<file path="src/rtl/onehot_encoder.sv">
// Registered 8-to-3 one-hot encoder with legality check, even/odd counters and a latched fault state.
// Define ONEHOT_ENCODER_PRIORITY_EN to accept multi-hot words and encode their highest set bit.
module onehot_encoder (
    input  logic       iCLK,
    input  logic       iRST,
    input  logic       iEN,
    input  logic       iCLR,
    input  logic [7:0] iONEHOT,
    output logic [2:0] oCODE,
    output logic       oVALID,
    output logic       oERR,
    output logic       oGREAT,
    output logic [3:0] oCNTP,
    output logic [3:0] oCNTN,
    output logic [3:0] oERRCNT,
    output logic       oFAULT
);

    typedef enum logic {
        RUN   = 1'b0,
        FAULT = 1'b1
    } state_t;

    state_t     state_q, state_d;
    logic [7:0] in_q, in_d;
    logic       v1_q, v1_d;
    logic [1:0] streak_q, streak_d;
    logic [2:0] code_q, code_d;
    logic       valid_q, valid_d;
    logic       err_q, err_d;
    logic       great_q, great_d;
    logic [3:0] cntp_q, cntp_d;
    logic [3:0] cntn_q, cntn_d;
    logic [3:0] errcnt_q, errcnt_d;

    logic [3:0] ones;
    logic [2:0] idx;
    logic       legal;

    // Population count and highest-set-bit index of the stage-1 word.
    always_comb begin
        ones = '0;
        idx  = '0;
        for (int i = 0; i < 8; i++) begin
            ones = ones + {3'b000, in_q[i]};
            if (in_q[i]) begin
                idx = 3'(i);
            end
        end
`ifdef ONEHOT_ENCODER_PRIORITY_EN
        legal = (ones != 4'd0);
`else
        legal = (ones == 4'd1);
`endif
    end

    always_comb begin
        state_d  = state_q;
        in_d     = in_q;
        v1_d     = 1'b0;
        streak_d = streak_q;
        code_d   = code_q;
        valid_d  = 1'b0;
        err_d    = 1'b0;
        great_d  = great_q;
        cntp_d   = cntp_q;
        cntn_d   = cntn_q;
        errcnt_d = errcnt_q;

        if (iCLR) begin
            state_d  = RUN;
            in_d     = '0;
            streak_d = '0;
            code_d   = '0;
            great_d  = 1'b0;
            cntp_d   = '0;
            cntn_d   = '0;
            errcnt_d = '0;
        end else begin
            if (iEN) begin
                in_d = iONEHOT;
                v1_d = 1'b1;
            end

            if (v1_q && legal) begin
                code_d   = idx;
                great_d  = idx[2];
                streak_d = '0;
                if (state_q == RUN) begin
                    valid_d = 1'b1;
                    if (idx[0]) begin
                        cntn_d = cntn_q + 4'd1;
                    end else begin
                        cntp_d = cntp_q + 4'd1;
                    end
                end
            end else if (v1_q) begin
                err_d = 1'b1;
                if (errcnt_q != 4'hF) begin
                    errcnt_d = errcnt_q + 4'd1;
                end
                if (streak_q != 2'd3) begin
                    streak_d = streak_q + 2'd1;
                end
                // Third illegal word in a row trips the fault latch.
                if (streak_q >= 2'd2) begin
                    state_d = FAULT;
                end
            end
        end
    end

    always_ff @(posedge iCLK or posedge iRST) begin
        if (iRST) begin
            state_q  <= RUN;
            in_q     <= '0;
            v1_q     <= 1'b0;
            streak_q <= '0;
            code_q   <= '0;
            valid_q  <= 1'b0;
            err_q    <= 1'b0;
            great_q  <= 1'b0;
            cntp_q   <= '0;
            cntn_q   <= '0;
            errcnt_q <= '0;
        end else begin
            state_q  <= state_d;
            in_q     <= in_d;
            v1_q     <= v1_d;
            streak_q <= streak_d;
            code_q   <= code_d;
            valid_q  <= valid_d;
            err_q    <= err_d;
            great_q  <= great_d;
            cntp_q   <= cntp_d;
            cntn_q   <= cntn_d;
            errcnt_q <= errcnt_d;
        end
    end

    assign oCODE   = code_q;
    assign oVALID  = valid_q;
    assign oERR    = err_q;
    assign oGREAT  = great_q;
    assign oCNTP   = cntp_q;
    assign oCNTN   = cntn_q;
    assign oERRCNT = errcnt_q;
    assign oFAULT  = (state_q == FAULT);

endmodule

</file>
<file path="config.mk">
export PLATFORM = sky130hd
export DESIGN_NAME = onehot_encoder
export DESIGN_NICKNAME = d
export VERILOG_FILES = /design/src/rtl/onehot_encoder.sv
export SDC_FILE = /design/constraint.sdc
export NUM_CORES = 1
export LEC_CHECK = 0
export ABC_AREA = 1
export ABC_CLOCK_PERIOD_IN_PS = 3700
export CAP_MARGIN = 5
export CORE_MARGIN = 2
export CORE_UTILIZATION = 30
export CTS_CLUSTER_DIAMETER = 60
export DETAILED_ROUTE_END_ITERATION = 8
export GPL_TIMING_DRIVEN = 0
export PLACE_DENSITY = 0.5
export SLEW_MARGIN = 10
export SYNTH_ARGS = -nofsm -noshare
export SYNTH_HDL_FRONTEND = slang
export SYNTH_SLANG_ARGS = --single-unit
</file>
<file path="constraint.sdc">
create_clock -name iCLK -period 3.7 [get_ports iCLK]
set_clock_uncertainty 0.15 [all_clocks]
set_input_delay 0.37 -clock iCLK [delete_from_list [all_inputs] [get_ports iCLK]]
set_output_delay 0.37 -clock iCLK [all_outputs]
set_load 0.02 [all_outputs]
</file>
---- Yosys cells after proc, flatten, opt, wreduce, memory -nomap -nowiden ----
Cells that the tools add are included.
word-level totals
  register bits after elaboration ......... 30
  bits of input ports ..................... 12
  logic and storage cells ................. 84
cells by class
  add/sub/neg operators ................... 11
  magnitude comparators ................... 1
  equal/unequal tests ..................... 6
  mux-type cells .......................... 41
  reductions and logical operators ........ 14
operators by type and width
  operator               count
  $mux W4                12
  $mux W3                7
  $add A4 B1 Y4          4
  $mux W8                2
  $mux W1                15
  $add A4 B1 Y4 const B  3
  $reduce_and A3 Y1      4
  $reduce_bool A2 Y1     6
  $mux W2                5
  $ne A2 B2 Y1 const B   4
  $reduce_bool A3 Y1     2
  $add A3 B1 Y4          1
  $eq A4 B1 Y1 const B   1
  $ne A4 B4 Y1 const B   1
  $add A2 B1 Y3          1
  $add A1 B1 Y2          1
  $add A2 B1 Y2 const B  1
  $ge A2 B2 Y1 const B   1
  $reduce_and A2 Y1      1
  $logic_and A1 B1 Y1    1

---- Longest topological paths before layout ----
Gate-level depths: netlist of the first run.
  depth in word-level cells ............... 11
  mapped depth ............................ 16
  mapped depth without buffers ............ 16

---- Worst setup path after synthesis of the first run ----
OpenSTA, ideal clock, no wires.
  kind .................................... reg2reg
  from .................................... register in_q[0]
  to ...................................... register cntp_q[0] (netlist: oCNTP[0])
  library setup time ...................... 0.118 ns
  data arrival time ....................... 3.248 ns
  slack ................................... 0.185 ns
  cell stages (with the launch flop) ...... 16
  buffers on the path ..................... 0
  period minus slack after synthesis ...... 3.515 ns
  cell sequence ........................... dfrtp_1 > fa_1 > inv_1 > fa_1 > fa_1 > inv_1 > ha_1 > inv_1 > fa_1 > nand2_1 > nor2_4 > nand3_4 > o21bai_4 > nand2_2 > nand2_1 > nand2_1
between the ends
  longest elaborated chain between the ends .. 11
ends and longest elaborated chain
  element                              RTL line  RTL
  start: declaration                   25        logic [7:0] in_q, in_d;
  start signal: assignment             128       in_q <= in_d;
  $add A1 B1 Y2                        45        ones = ones + {3'b000, in_q[i]};
  $add A2 B1 Y3                        45
  $add A3 B1 Y4                        45
  $add A4 B1 Y4 (4 in a row)           45
  $eq A4 B1 Y1                         53        legal = (ones == 4'd1);
  $logic_and A1 B1 Y1                  85        if (v1_q && legal) begin
  $reduce_bool A2 Y1 (no source line)  --
  $reduce_and A3 Y1 (no source line)   --
  end signal: assignment               135       cntp_q <= cntp_d;
  end: declaration                     32        logic [3:0] cntp_q, cntp_d;
No other way between the ends.
A chain may end at the register's enable or synchronous reset.

---- Worst setup path in the final report of the first run ----
  from .................................... register in_q[0]
  to ...................................... register cntp_q[1] (netlist: oCNTP[1])
The elaborated chain is that of the path after synthesis.

==> results.sh, run 1 <==
export IMPL_syn_inst=184
export IMPL_crit_chain="fa_1 -> inv_2 -> fa_1 -> fa_1 -> inv_1 -> ha_2 -> inv_2 -> fa_1 -> nand2_2 -> nor2_4 -> nand3_4 -> o21bai_4 -> nand2_2 -> nand2_1 -> nand2_1"
export IMPL_hp_class="primary input to asynchronous set/reset pin"
export IMPL_slew_headroom_pct=58.7
export IMPL_synth_area_leaders="dfrtp_1 (45%), nand2_1 (13%), nand3_1 (6.3%)"
export IMPL_seq_power_share_pct=41.9
export IMPL_avgViaCountPerCell=4.47
export IMPL_status="complete, no violations"
export IMPL_pre_cts_ws_ns=0.000567
export IMPL_crit_slowest_cell="fa_1"
export IMPL_setup_viol=0
export IMPL_synth_edf_count=0
export IMPL_rows=26
export IMPL_p_switching_uw=290
export IMPL_p_int_uw=608
export IMPL_synth_main_ff_cell="dfrtp_1"
export IMPL_finalCritPeriodShare_pct=98.9
export IMPL_totalWireLength_um=3420
export IMPL_cts_tree="done"
export IMPL_grt_antenna_before_repair=0
export IMPL_fin_util_pct=41.3
export IMPL_die_y_um=77.0
export IMPL_syn2layout_area_growth_pct=32.8
export IMPL_rsz0062_at_grt="yes"
export IMPL_clockPowerShare_pct=30.0
export IMPL_vdd_drop_max_mv=0.128
export IMPL_final_max_slew_viol_count=0
export IMPL_grt_pass1_vias=1273
export IMPL_dp_hpwl_um=2470
export IMPL_post_route_min_period_ns=3.66
export IMPL_ys_types=27
export IMPL_place_area_um2=1990
export IMPL_reg2reg_from="in_q[0]"
export IMPL_core_area_um2=5140
export IMPL_max_freq_mhz=273
export IMPL_synth_most_common_cell="nand2_1"
export IMPL_drive_above_1_share_pct=15.2
export IMPL_swShare_pct=32.3
export IMPL_crit_arrival_ns=3.69
export IMPL_synth_nets=207
export IMPL_max_cap_violations=0
export IMPL_synth_area_leader_cell="dfrtp_1"
export IMPL_cp_common_cell="fa_1"
export IMPL_cp_max_fo=5
export IMPL_grt_overflow=0
export IMPL_antenna_left=0
export IMPL_grt_pass1_wl_um=6260
export IMPL_first_pass_iters=4
export IMPL_htree_levels=2
export IMPL_dieArea_um2=5930
export IMPL_syn_avg_cell_area_um2=8.68
export IMPL_critPathBufInv=3
export IMPL_ys_seq_area_share_pct=45.4
export IMPL_track_usage_pct=13.4
export IMPL_rrSetupSlack_ns=0.04
export IMPL_worstSetupStartpoint="in_q[0]"
export IMPL_critPathMaxStageDelay_ns=0.55
export IMPL_antenna_cells=0
export IMPL_finalNetCount=247
export IMPL_cts_root_buf="clkbuf_8"
export IMPL_drt_iter0_markers=78
export IMPL_drc=0
export IMPL_critPathKind="flip-flop to flip-flop"
export IMPL_die_width_um=77.0
export IMPL_yosys_area_top_type_share_pct=45.4
export IMPL_cts_sinks=29
export IMPL_ys_ff_latch=29
export IMPL_clk_latency_ns=0.28
export IMPL_hold_violations=0
export IMPL_yosysWarnings=0
export IMPL_synth_top_cells_by_count="nand2_1 (56), dfrtp_1 (29), inv_1 (20), nand3_1 (20)"
export IMPL_clockBufferDepth=2
export IMPL_p_total_uw=899
export IMPL_worst_slew_pin_slew_ns=0.619
export IMPL_pin_count=31
export IMPL_async_reset_ff_share_pct=100
export IMPL_clkTransAtPathRegs_ns=0.06
export IMPL_cts_made_buffers=5
export IMPL_combPwrFrac_pct=28.1
export IMPL_power_leakage_uw=0.00105
export IMPL_critical_path_endpoint_type="flip-flop"
export IMPL_fin_setup_tns_ns=0
export IMPL_crit_required_ns=3.73
export IMPL_vias=1315
export IMPL_grt_max_degree=30
export IMPL_powerDensity_nw_per_um2=424
export IMPL_start_util_pct=31.1
export IMPL_finalWeightedCongestion=0.710
export IMPL_design_area_um2=2120
export IMPL_port_buffers=30
export IMPL_layout_setup_ws_ns=0.0401
export IMPL_critPathLaunchType="flip-flop"
export IMPL_path_delay_family="adder cells"
export IMPL_syn_area_um2=1600
export IMPL_wl_per_cell_um=11.6
-- kinds of logic after synthesis --
group	share of synthesized area, %
compound gates	5.09
simple gates	30.1
buf+inv	6.11
flops	45.4
fa+ha+maj	10.5
xor+xnor	2.74
-- worst paths after layout --
kind	end	depth (start not counted)
worst max-delay path	oCNTP[1]	15
worst min-delay path	oERRCNT[1]	2
worst max register to register	oCNTP[1]	15
worst min register to register	streak_q[1]	2
max in group asynchronous	in_q[4]	2
min in group iCLK	streak_q[1]	2
-- worst register-to-register path: stages (launching register included) --
cell      delay, ns
dfrtp_1        0.40
fa_1           0.55
inv_2          0.04
fa_1           0.49
fa_1           0.41
inv_1          0.07
ha_2           0.18
inv_2          0.04
fa_1           0.48
nand2_2        0.07
nor2_4         0.13
nand3_4        0.13
o21bai_4       0.20
nand2_2        0.11
nand2_1        0.08
nand2_1        0.05
-- repair_timing --
action,CTS,global route
setup buffers,1,2
hold buffers,0,0
resized for setup,0,11
endpoints found under the setup margin,4,17
pin swaps,2,11
-- flip-flops by register name, summed over array words and instances, names as in the netlist, 2 cells and up --
| signal | count |
|---|---|
| in_q | 8 |
| oCNTN | 4 |
| oCNTP | 4 |
| oERRCNT | 4 |
| oCODE | 2 |
| streak_q | 2 |
-- metal layers --
metal / vias to the layer above / routed length (um) / part of all wire [%] / track usage [%]
met5: - / 0 / 0 / 0
met2: 29 / 1510 / 44 / 18.9
li1: 672 / - / - / -
met4: 0 / 76 / 2.2 / 6.43
met3: 6 / 122 / 3.6 / 3.65
met1: 608 / 1710 / 50 / 18.8
-- power groups by stage --
stage	Sequential, uW	Clock (uW)	Combinational (uW)
3_3_place_gp	381	0	239
5_1_grt	382	291	285
6_report	376	270	253
3_5_place_dp	382	0	241
4_1_cts	377	279	244
2_1_floorplan	403	0	131
-- cells in the final DEF, fill, tap and decap left out, types with 3 or more instances in the layout --
cell type,synthesis,final
clkbuf_8,0,6
clkdlybuf4s50_1,0,30
dfrtp_1,29,29
nand2_1,56,53
fa_1,4,4
inv_1,20,17
nor2_1,7,7
nand2_2,3,6
inv_2,0,3
o21ai_1,4,5
buf_2,3,3
nand4_1,3,3
nand3_1,20,19
o21ai_0,7,6
xor2_1,4,4
ha_1,7,6
-- metrics by stage --
step | hold slack (ns) | cells
floorplan | 0.298 | 184
detailed placement | 0.348 | 284
global placement | 0.348 | 284
CTS | 0.365 | 292
finish | 0.338 | 294
global route | 0.397 | 294
-- area by class of cell --
cell class | count | area, um2
clock buffer | 7 | 86.3
timing repair buffer | 33 | 330
sequential | 29 | 726
tap | 70 | 87.6
multi-input combinational | 131 | 795
inverter | 20 | 75.1
fill | 547 | 3020
buffer | 4 | 22.5
No activity file was read; power rests on OpenSTA's default activity.
==> run 2: changes to the inputs <==
- SETUP_SLACK_MARGIN: default -> 0.02
==> run 2 against run 1 <==
  * Via count decreased by 0.84%
  * Core utilization fell by 0.12 points
  * Final cell count did not move
  * Design area fell by 0.29%
  * Wire length is 0.47% lower
  * Global-route usage unchanged
  * Clock power about the same
  * Largest power group unchanged
  * Combinational power about the same
  * Worst hold slack better by 0.0023 ns
==> results.sh, run 2 (same netlist as run 1, synthesis figures left out) <==
export IMPL_status="complete, no violations"
export IMPL_cp_max_fo=5
export IMPL_grt_max_degree=30
export IMPL_max_flop_register="in_q"
export IMPL_track_usage_pct=13.4
export IMPL_pin_count=31
export IMPL_rsz0062_at_grt="yes"
export IMPL_critPathKind="flip-flop to flip-flop"
export IMPL_combPwrFrac_pct=28.0
export IMPL_hold_violations=0
export IMPL_die_y_um=77.0
export IMPL_place_area_um2=1990
export IMPL_dp_hpwl_um=2470
export IMPL_ctsHoldBuffers=0
export IMPL_clkTransAtPathRegs_ns=0.06
export IMPL_drive_above_1_share_pct=14.7
export IMPL_port_buffers=30
export IMPL_drt_iter0_markers=70
export IMPL_swShare_pct=32.2
export IMPL_crit_arrival_ns=3.67
export IMPL_totalWireLength_um=3400
export IMPL_ff2ff_path_depth=15
export IMPL_p_switching_uw=288
export IMPL_vdd_drop_max_mv=0.129
export IMPL_powerDensity_nw_per_um2=423
export IMPL_power_leakage_uw=0.00105
export IMPL_max_freq_mhz=274
export IMPL_layout_common_cells="nand2_1 (54), clkdlybuf4s50_1 (30), dfrtp_1 (29), nand3_1 (19), inv_1 (17)"
export IMPL_max_cap_violations=0
export IMPL_seq_power_share_pct=42.0
export IMPL_finalNetCount=247
export IMPL_grt_antenna_before_repair=0
export IMPL_syn2layout_area_growth_pct=32.4
export IMPL_hp_class="primary input to asynchronous set/reset pin"
export IMPL_design_area_um2=2120
export IMPL_grt_pass1_wl_um=6260
export IMPL_first_pass_iters=4
export IMPL_rows=26
export IMPL_cts_tree="done"
export IMPL_grt_pass1_vias=1273
export IMPL_htree_levels=2
export IMPL_hold_ws_ns=0.340
export IMPL_crit_required_ns=3.73
export IMPL_post_route_min_period_ns=3.65
export IMPL_cts_made_buffers=5
export IMPL_worst_slew_pin_slew_ns=0.622
export IMPL_wl_per_cell_um=11.6
export IMPL_final_max_slew_viol_count=0
export IMPL_die_width_um=77.0
export IMPL_dieArea_um2=5930
export IMPL_finalCritPeriodShare_pct=98.5
export IMPL_antenna_left=0
export IMPL_start_util_pct=31.1
export IMPL_critPathLaunchType="flip-flop"
export IMPL_avgViaCountPerCell=4.44
export IMPL_cts_root_buf="clkbuf_8"
export IMPL_layout_commonest_cell="nand2_1"
export IMPL_largest_reg_flops=8
export IMPL_grt_overflow=0
export IMPL_p_int_uw=607
export IMPL_vias=1304
export IMPL_fin_setup_tns_ns=0
export IMPL_cts_sinks=29
export IMPL_core_area_um2=5140
export IMPL_drc=0
export IMPL_critical_path_endpoint_type="flip-flop"
export IMPL_clk_latency_ns=0.28
export IMPL_clockPowerShare_pct=30.0
export IMPL_finalWeightedCongestion=0.710
export IMPL_slew_headroom_pct=58.5
export IMPL_antenna_cells=0
export IMPL_clockBufferDepth=2
export IMPL_p_total_uw=895
export IMPL_setup_viol=0
==> run 2: area by class of cell <==
type / instances / area (um2)
Inverter: 20 / 75.1
Clock buffer: 7 / 86.3
Fill cell: 549 / 3020
Multi-Input combinational cell: 131 / 792
Sequential cell: 29 / 726
Tap cell: 70 / 87.6
Timing Repair Buffer: 33 / 327
Buffer: 4 / 22.5
==> run 2: timing repair <==
item / CTS / global route
pin swaps: 3 / 1
gates resized for setup: 0 / 9
endpoints found under the setup margin: 8 / 17
buffers inserted: 1 / 2
cloned: 0 / 0
==> run 2: power groups by stage <==
stage / Combinational (uW) / Sequential [uW] / Clock (uW)
after global routing: 283 / 383 / 291
final: 250 / 376 / 268
after global placement: 239 / 381 / 0
after CTS: 242 / 377 / 279
after detailed placement: 241 / 382 / 0
after floorplan: 131 / 403 / 0
==> run 2: path summary, 6_finish.rpt <==
path                        startpoint         end  slack [ns]
max in group asynchronous         iRST     in_q[4]        2.65
hold reg to reg            streak_q[1]      oFAULT        0.36
setup reg to reg               in_q[0]    oCNTP[3]        0.05
min in group iCLK          streak_q[1]      oFAULT        0.36
hold / removal                    iRST  oERRCNT[1]        0.34
setup / recovery               in_q[0]    oCNTP[3]        0.05
==> run 2: worst max-delay path: stages, from the launching register on <==
cell and delay (ns):
dfrtp_1 0.40, fa_1 0.55, inv_2 0.04, fa_1 0.49
fa_1 0.41, inv_1 0.07, ha_2 0.18, inv_2 0.04
fa_1 0.48, nand2_2 0.07, nor2_4 0.13, nand3_4 0.12
o21bai_4 0.19, nand2_2 0.11, nand2_1 0.07, nand2_1 0.04
==> run 2: per-layer routing <==
| layer | GRT usage, % | vias up | wire, um |
|---|---|---|---|
| met2 | 18.9 | 23 | 1540 |
| li1 | - | 672 | - |
| met3 | 3.65 | 6 | 113 |
| met4 | 6.43 | 0 | 76 |
| met1 | 18.8 | 603 | 1670 |
| met5 | 0 | - | 0 |
==> run 2: through the flow <==
stage | util [%] | setup WS [ns] | std cells
floorplan | - | 0.185 | 184
global placement | 38.6 | -0.00280 | 284
detailed placement | 38.6 | 0.000567 | 284
CTS | 40.5 | 0.0275 | 292
global route | 41.2 | -0.146 | 294
finish | 41.2 | 0.0545 | 294
